File: src/rtl/spi_reg_write_sequencer_if.sv
// Register-write command channel (7-bit address, 8-bit data) with valid/ready handshake.
interface spi_reg_write_sequencer_if;
  logic       cmd_valid;
  logic       cmd_ready;
  logic [6:0] cmd_addr;
  logic [7:0] cmd_data;

  modport master (output cmd_valid, output cmd_addr, output cmd_data, input cmd_ready);
  modport slave  (input cmd_valid, input cmd_addr, input cmd_data, output cmd_ready);
endinterface

File: src/rtl/spi_reg_write_sequencer.sv
// Buffers register writes in a small FIFO and sends each as a 16-bit SPI mode-0 frame; ncs falls 2 cycles after a push into an idle block.
// cmd_ready drops while the FIFO is full; a pop in the same cycle frees the slot only from the next cycle.
module spi_reg_write_sequencer #(
  parameter int CLK_DIV    = 4,
  parameter int FIFO_DEPTH = 4,
  parameter int GAP_CYCLES = 8
) (
  input  logic                        clk,
  input  logic                        rst_n,
  spi_reg_write_sequencer_if.slave    cmd,
  output logic                        sclk,
  output logic                        ncs,
  output logic                        copi,
  output logic                        busy,
  output logic [7:0]                  frames_sent
);

  localparam int         AW          = $clog2(FIFO_DEPTH);
  localparam logic [7:0] HALF_RELOAD = 8'(CLK_DIV - 1);
  localparam logic [7:0] GAP_RELOAD  = 8'(GAP_CYCLES - 1);

  typedef enum logic [2:0] {IDLE, SETUP, SHIFT, HOLD, GAP} state_t;

  state_t state, state_nxt;

  logic [14:0]   fifo_mem [FIFO_DEPTH];
  logic [AW-1:0] wr_ptr, rd_ptr;
  logic [AW:0]   fifo_cnt;
  logic          fifo_full, fifo_empty, push, pop;

  logic [15:0] shreg, shreg_nxt;
  logic [7:0]  hcnt, hcnt_nxt;
  logic [3:0]  bit_cnt, bit_nxt;
  logic        sclk_nxt, ncs_nxt, copi_nxt;
  logic [7:0]  frames_nxt;
  logic        phase_done;

  assign fifo_full     = (fifo_cnt == (AW + 1)'(FIFO_DEPTH));
  assign fifo_empty    = (fifo_cnt == '0);
  assign cmd.cmd_ready = rst_n && !fifo_full;
  assign push          = cmd.cmd_valid && cmd.cmd_ready;
  assign busy          = rst_n && ((state != IDLE) || !fifo_empty);
  assign phase_done    = (hcnt == 8'd0);

  always_ff @(posedge clk) begin
    if (push) fifo_mem[wr_ptr] <= {cmd.cmd_addr, cmd.cmd_data};
  end

  always_ff @(posedge clk) begin
    if (!rst_n) begin
      wr_ptr   <= '0;
      rd_ptr   <= '0;
      fifo_cnt <= '0;
    end else begin
      if (push) wr_ptr <= wr_ptr + 1'b1;
      if (pop)  rd_ptr <= rd_ptr + 1'b1;
      case ({push, pop})
        2'b10:   fifo_cnt <= fifo_cnt + 1'b1;
        2'b01:   fifo_cnt <= fifo_cnt - 1'b1;
        default: fifo_cnt <= fifo_cnt;
      endcase
    end
  end

  always_ff @(posedge clk) begin
    if (!rst_n) state <= IDLE;
    else        state <= state_nxt;
  end

  always_comb begin
    state_nxt  = state;
    pop        = 1'b0;
    shreg_nxt  = shreg;
    hcnt_nxt   = hcnt;
    bit_nxt    = bit_cnt;
    sclk_nxt   = sclk;
    ncs_nxt    = ncs;
    copi_nxt   = copi;
    frames_nxt = frames_sent;

    case (state)
      IDLE: begin
        if (!fifo_empty) begin
          pop       = 1'b1;
          shreg_nxt = {1'b1, fifo_mem[rd_ptr]};
          ncs_nxt   = 1'b0;
          copi_nxt  = 1'b1;
          sclk_nxt  = 1'b0;
          hcnt_nxt  = HALF_RELOAD;
          bit_nxt   = 4'd0;
          state_nxt = SETUP;
        end
      end
      SETUP: begin
        if (phase_done) begin
          sclk_nxt  = 1'b1;
          hcnt_nxt  = HALF_RELOAD;
          state_nxt = SHIFT;
        end else begin
          hcnt_nxt = hcnt - 8'd1;
        end
      end
      SHIFT: begin
        if (!phase_done) begin
          hcnt_nxt = hcnt - 8'd1;
        end else begin
          hcnt_nxt = HALF_RELOAD;
          if (sclk) begin
            sclk_nxt = 1'b0;
            bit_nxt  = bit_cnt + 4'd1;
            // The 16th falling edge keeps bit0 on copi; its low phase is the hold time.
            if (bit_cnt == 4'd15) begin
              state_nxt = HOLD;
            end else begin
              copi_nxt  = shreg[14];
              shreg_nxt = {shreg[14:0], 1'b0};
            end
          end else begin
            sclk_nxt = 1'b1;
          end
        end
      end
      HOLD: begin
        if (phase_done) begin
          ncs_nxt    = 1'b1;
          copi_nxt   = 1'b0;
          frames_nxt = frames_sent + 8'd1;
          hcnt_nxt   = GAP_RELOAD;
          state_nxt  = GAP;
        end else begin
          hcnt_nxt = hcnt - 8'd1;
        end
      end
      GAP: begin
        if (phase_done) state_nxt = IDLE;
        else            hcnt_nxt  = hcnt - 8'd1;
      end
      default: state_nxt = IDLE;
    endcase
  end

  always_ff @(posedge clk) begin
    if (!rst_n) begin
      shreg       <= '0;
      hcnt        <= '0;
      bit_cnt     <= '0;
      sclk        <= 1'b0;
      ncs         <= 1'b1;
      copi        <= 1'b0;
      frames_sent <= '0;
    end else begin
      shreg       <= shreg_nxt;
      hcnt        <= hcnt_nxt;
      bit_cnt     <= bit_nxt;
      sclk        <= sclk_nxt;
      ncs         <= ncs_nxt;
      copi        <= copi_nxt;
      frames_sent <= frames_nxt;
    end
  end

endmodule

File: src/flat_wrapper.sv
// flat-port wrapper written by rule: the top's interface ports become plain ports
module spi_reg_write_sequencer_flat 
#(
  parameter int CLK_DIV    = 4,
  parameter int FIFO_DEPTH = 4,
  parameter int GAP_CYCLES = 8
)
  (clk, rst_n, sclk, ncs, copi, busy, frames_sent, cmd_cmd_valid, cmd_cmd_addr, cmd_cmd_data, cmd_cmd_ready);
  spi_reg_write_sequencer_if cmd_i ();
  input  logic clk;
  input  logic rst_n;
  output logic sclk;
  output logic ncs;
  output logic copi;
  output logic busy;
  output logic [7:0] frames_sent;
  input wire logic [$bits(cmd_i.cmd_valid)-1:0] cmd_cmd_valid;
  input wire logic [$bits(cmd_i.cmd_addr)-1:0] cmd_cmd_addr;
  input wire logic [$bits(cmd_i.cmd_data)-1:0] cmd_cmd_data;
  output wire logic [$bits(cmd_i.cmd_ready)-1:0] cmd_cmd_ready;
  assign cmd_i.cmd_valid = cmd_cmd_valid;
  assign cmd_i.cmd_addr = cmd_cmd_addr;
  assign cmd_i.cmd_data = cmd_cmd_data;
  assign cmd_cmd_ready = cmd_i.cmd_ready;
  spi_reg_write_sequencer #(.CLK_DIV(CLK_DIV), .FIFO_DEPTH(FIFO_DEPTH), .GAP_CYCLES(GAP_CYCLES)) u_core (.clk(clk), .rst_n(rst_n), .cmd(cmd_i), .sclk(sclk), .ncs(ncs), .copi(copi), .busy(busy), .frames_sent(frames_sent));
endmodule
File: config.mk
export PLATFORM = sky130hd
export DESIGN_NAME = spi_reg_write_sequencer_flat
export DESIGN_NICKNAME = d
export VERILOG_FILES = /design/src/rtl/spi_reg_write_sequencer_if.sv /design/src/rtl/spi_reg_write_sequencer.sv /design/src/flat_wrapper.sv
export SDC_FILE = /design/constraint.sdc
export NUM_CORES = 1
export LEC_CHECK = 0
export CORE_MARGIN = 2
export CORE_UTILIZATION = 53
export CTS_CLUSTER_DIAMETER = 100
export CTS_CLUSTER_SIZE = 25
export DETAILED_ROUTE_END_ITERATION = 7
export PLACE_DENSITY = 0.78
export SLEW_MARGIN = 0
export SYNTH_ARGS = -nofsm -noshare
export SYNTH_HDL_FRONTEND = slang
export SYNTH_SLANG_ARGS = --single-unit
File: constraint.sdc
create_clock -name clk -period 3.2 [get_ports clk]
set_input_delay 0.64 -clock clk [delete_from_list [all_inputs] [get_ports clk]]
set_output_delay 0.64 -clock clk [all_outputs]
set_load 0.01 [all_outputs]
# Word-level counts from Yosys, hierarchy flattened
# Memory sizes are Yosys's and may differ from the RTL's. A register that Yosys moved wholly into a read port is not among the register bits.
# Cells that the tools add are included.
# totals
n_memories	1
ramBits	60
register_bits	48
wordCells	102
# classes
n_reduce_logical	25
addsub	7
muxes	41
n_eq_ne	17
# memory_table
name	words	word_bits	read_ports	rd_clocked_by_memory_dff	wr	line_no	rtl
u_core.fifo_mem	4	15	1	1	1	spi_reg_write_sequencer.sv:26	logic [14:0] fifo_mem [FIFO_DEPTH];
# ops
operator	n
two-way mux 15 bit	4
two-way mux 8 bit	4
case mux 8 bit (4 select lines)	1
case mux 15 bit (2 select lines)	1
two-way mux 3 bit	7
case mux 3 bit (5 select lines)	1
two-way mux 1 bit	13
two-way mux 4 bit	3
!= test 2 x 1 -> 1 bit (second input constant)	6
nonzero test 3 bit	3
adder 8 x 1 -> 8 bit (second input constant)	1
zero test 8 bit	1
case mux 4 bit (2 select lines)	1
AND reduction 4 bit	2
subtractor 8 x 1 -> 8 bit (second input constant)	1
AND reduction 7 bit	1
equality test 3 x 2 -> 1 bit (second input constant)	2
equality test 3 bit (second input constant)	2
zero test 3 bit	2
!= test 2 bit (second input constant)	3
case mux 1 bit (3 select lines)	2
case mux 3 bit (2 select lines)	1
AND reduction 3 bit	2
AND reduction 6 bit	1
other kinds (18)	25

# Logic depth before layout (Yosys ltp)
# Gate-level depths: netlist of the first run.
# depth
word_depth	6
mapped_depth	11

# Worst setup path before layout of the first run
# OpenSTA, ideal clock, no wires.
# synth_path
kind	register -> register
from	reg u_core.state[0]
to	reg u_core.fifo_cnt[2]
arrival_time_ns	2.440
required_ns	3.130
setup_time_ns	0.070
synth_period_minus_slack_ns	2.510
stages_incl_launch_ff	12
path_slack_ns	0.690
cell_sequence	dfxtp_1 -> clkbuf_1 -> nor3_1 -> nand2_1 -> inv_1 -> buf_2 -> ha_1 -> inv_1 -> fa_1 -> xor2_1 -> or3_1 -> a21oi_1
# synth_between
elab_chain_len	4
word_cells_on_any_way	6
cone_classes	eq/ne (2); mux (2); reduce/logical (2)
# synth_lines
element	line_no	rtl
start: declaration	spi_reg_write_sequencer.sv:24	state_t state, state_nxt;
start signal: assignment	spi_reg_write_sequencer.sv:67	else state <= state_nxt;
zero test 3 bit *	spi_reg_write_sequencer.sv:81	case (state)
two-way mux 1 bit *	spi_reg_write_sequencer.sv:81	
via u_core.pop	spi_reg_write_sequencer.sv:29	logic fifo_full, fifo_empty, push, pop;
equality test 2 x 1 -> 1 bit / equality test 2 bit (equally long branches)	spi_reg_write_sequencer.sv:57	case ({push, pop})
case mux 3 bit (2 select lines) / nonzero test 2 bit (equally long branches)	n/a	
end signal: assignment	spi_reg_write_sequencer.sv:58	2'b10: fifo_cnt <= fifo_cnt + 1'b1;
end signal: assignment	spi_reg_write_sequencer.sv:59	2'b01: fifo_cnt <= fifo_cnt - 1'b1;
end signal: assignment	spi_reg_write_sequencer.sv:60	default: fifo_cnt <= fifo_cnt;
end: declaration	spi_reg_write_sequencer.sv:28	logic [AW:0] fifo_cnt;
# Mark *: on every way through the listed nets, which the timed path passes. The rest lies on a longest branch.
# A chain may end at the register's enable or synchronous reset.

# Worst setup path in the final report of the first run
# layout_path
from	in rst_n
to	out busy
# layout_between
elab_chain_len	1
# layout_lines
element	line_no	rtl
start: declaration	flat_wrapper.sv:11	input logic rst_n;
logical AND 1 bit	spi_reg_write_sequencer.sv:42	assign busy = rst_n && ((state != IDLE) || !fifo_empty);
end: declaration	flat_wrapper.sv:15	output logic busy;
# No other way between the ends.

==> impl_metrics.ini, run 1 <==
[run_status]
status = finished, final reports clean

[detailed_routing]
drt_first_pass_iters = 4
routedWlPerCell_um = 17.7
route.vias.total = 3250
drtAntennaViolNets = 0
drt_wl_total_um = 9340
routed_via_density = 6.14
drc = 0
initialDrtViolationCount = 161

[synthesis]
synth_top_family_by_area = compound AO/OA/AOI/OAI gates
muxShareOfSynthArea_pct = 10.5
ys.flop_type = edfxtp_1
synthTopCellsByArea = edfxtp_1 (37%), dfxtp_1 (21%), mux4_2 (7.0%), a211oi_1 (4.8%), mux2i_1 (3.3%)
yosysWarnings = 0
async_flop_share_pct = 0
synth_top_area_share_pct = 37.3
synth_cells = 385
synth-xor-area-share_pct = 2.18
ys_ff_latch = 110
syn-num-nets = 412
synthAdderAreaFrac_pct = 2.49
synth_top_cell_by_area = edfxtp_1
synth-compound-area-share_pct = 12.7
synthesis.area_mm2 = 0.00483
yosys.area_share.simple_pct = 10.6
synth-edff-count = 60
yosysSeqAreaShare_pct = 58.1
syn_avg_cell_area_um2 = 12.5
synth_cell_types = 52

[finish]
fillerInstances = 663
layout-drive-gt1-share_pct = 13.3
finalNetCount = 443
antenna_cells = 0
syn2layout_area_growth_pct = 13.9
final_area_mm2 = 0.00550

[setup_path]
critPathKind = input pin to primary output
cp_slowest_stage_delay_ps = 640
cp_max_fo = 12
critPathTopFamily = buffers and inverters
crit_path_start_kind = input pin
worst_path_most_repeated_cell = clkdlybuf4s50_1
crit_arrival_ps = 2300
r2r-end = u_core.shreg[12]$_SDFFE_PN0P_
ff2ff_path_depth = 6
r2r_start = u_core.hcnt[0]$_SDFFE_PN0P_
rrSetupSlack_ps = 760
crit_path_cell_trace = clkdlybuf4s50_1, inv_1, a21oi_1, clkdlybuf4s50_1
cp-end-kind = primary output
crit_slowest_cell = clkdlybuf4s50_1
required_ps = 2560
cp_num_buf_inv = 3

[floorplan]
io_pins = 31
coreArea_mm2 = 0.00876
start_util_pct = 55.1
std_cell_rows = 34
dieArea_mm2 = 0.00989
die_y_um = 99.4
die_w_um = 99.4

[sta]
rsz0062_at_grt = false
relSlewSlack_pct = 49.6
final.period_utilization_pct = 91.9
tns_ps = 0
slew_viol_final = 0
setup-violations-final = 0
worstMarginPinSlew_ps = 755
fmax_ghz = 0.340
skew_ps = 13.2
hold_viol_final = 0
period_minus_slack_ps = 2940

[clock_tree]
cts_buffers = 9
hold_buffers = 0
path_clk_slew_ps = 120
clk_latency_ps = 380
cts_root_buf = clkbuf_8
post_cts.repair.setup_buffers = 0
cts_tree = built
cts_max_level = 3
clk_path_buf_depth = 2
ctsResizeCount = 0
clock-sinks = 110

[global_routing]
grt-ovfl-total = 0
grt_max_degree = 32
first_global_vias = 3120
grt_pass1_wl_um = 15300
track_usage_pct = 19.6
antenna_found_initial = 0

[power_and_ir_drop]
peakVddDrop_mv = 0.380
power_density_mw_per_mm2 = 838
p_leak_nw = 1.86

[min_path]
worstHoldStart = u_core.ncs$_SDFFE_PN1P_
hold_end = u_core.ncs$_SDFFE_PN1P_
hold_class = register to register
holdPathStages = 1

[place]
place_area_mm2 = 0.00528
gp_congestion = 0.901
dp_hpwl_um = 6060
numPortBuffers = 30

[run]
cap_violations = 0
[routing by layer]
metal / global-route usage (%) / vias to the layer above / routed length [µm]
met3: 4.64 / 11 / 367
met5: 0 / - / 0
li1: - / 1545 / -
met1: 26.2 / 1624 / 4230
met2: 32.6 / 70 / 4620
met4: 5.27 / 0 / 121
[per-stage QoR]
step	utilization (%)	worst slack [ps]	total power, mW	hold WS, ps	cells
4_1_cts	62.7	300	4.61	485	529
5_1_grt	62.7	178	4.88	513	529
3_5_place_dp	60.2	208	3.72	457	513
2_1_floorplan	-	690	3.22	479	385
6_report	62.7	258	4.61	485	529
3_3_place_gp	60.2	270	3.68	454	513
[worst reg2reg max path, delay by kind of cell (launching register included)]
kind,cells,cell delay (ps)
flip-flops,1,360
buffers and inverters,1,70
AO/OA/AOI/OAI,2,410
AND/OR/NAND/NOR,2,1280
adder cells (fa/ha/maj),1,220
[registers in the layout (all words and copies together), names as in the netlist, named ones only]
register	cells
u_core.fifo_mem	60
u_core.sclk	1
u_core.rd_ptr	2
u_core.state	3
u_core.frames_sent	8
u_core.fifo_cnt	3
u_core.bit_cnt	4
u_core.wr_ptr	2
u_core.copi	1
u_core.shreg	15
u_core.hcnt	8
u_core.ncs	1
[report_power, final]
group	total, mW	internal [mW]	switching (mW)
Clock	0.887	0.331	0.556
Sequential	1.87	1.70	0.171
Combinational	1.85	0.789	1.06
[area by class of cell]
class | instances | area [µm²] | share of cell area [%]
clock buffer | 9 | 124 | 2.25
sequential | 110 | 2800 | 51.0
timing repair buffer | 47 | 428 | 7.78
clock inverter | 7 | 96.3 | 1.75
inverter | 13 | 48.8 | 0.887
multi-input combinational | 235 | 1860 | 33.9
tap | 108 | 135 | 2.46
[synthesized netlist by cell type, types with 3 or more instances]
library cell	instances
dfxtp_1	50
nand2_1	14
edfxtp_1	60
ha_1	8
buf_2	9
buf_1	5
nor3b_1	3
or4_1	3
o211ai_1	4
o31ai_1	4
o21ai_0	10
nor3_1	9
a311oi_1	4
or3_1	8
and2_1	5
xnor2_1	4
mux2i_1	16
mux4_2	15
a21oi_1	15
nand4_1	5
inv_1	13
a31oi_1	5
xor2_1	8
nor2_1	21
clkbuf_1	12
nand3_1	9
and3_1	6
a211oi_1	31
[worst max path at each step]
| stage | start | end | slack, ps | cells past startpoint |
|---|---|---|---|---|
| after global placement | rst_n | u_core.fifo_cnt[2]$_SDFFE_PN0P_ | 270 | 10 |
| after floorplan | u_core.state[0]$_SDFFE_PN0P_ | u_core.fifo_cnt[2]$_SDFFE_PN0P_ | 690 | 11 |
| after CTS | rst_n | busy | 300 | 4 |
| final | rst_n | busy | 260 | 4 |
| after global routing | rst_n | busy | 180 | 4 |
| after detailed placement | rst_n | u_core.fifo_cnt[2]$_SDFFE_PN0P_ | 210 | 10 |
[cell families after synthesis]
family / count (synthesis)
DFF: 110
and+or+nand+nor: 95
AOI/OAI and AO/OA: 87
buffers and inverters: 40
muxes: 32
xor gates and xnor gates: 12
adders and majority gates: 9
[cell usage in the layout, fill, tap and decap left out, types with 13 or more instances in the layout]
cell | netlist | routed
clkdlybuf4s50_1 | 0 | 30
a21oi_1 | 15 | 15
dfxtp_1 | 50 | 50
a211oi_1 | 31 | 31
inv_1 | 13 | 13
mux2i_1 | 16 | 16
nor2_1 | 21 | 21
mux4_2 | 15 | 15
buf_4 | 1 | 17
nand2_1 | 14 | 14
edfxtp_1 | 60 | 60
Power figures use the tool's default switching activity.
==> run 2, diff against run 1 <==
Settings changed: HOLD_SLACK_MARGIN set to 0.15.
==> results of run 2 <==
The final DEF is identical to that of run 1; final timing and power are the same.
==> run 3, diff against run 2 <==
Settings changed: TNS_END_PERCENT set to 50.
==> results of run 3 <==
The final DEF is identical to that of run 1; final timing and power are the same.
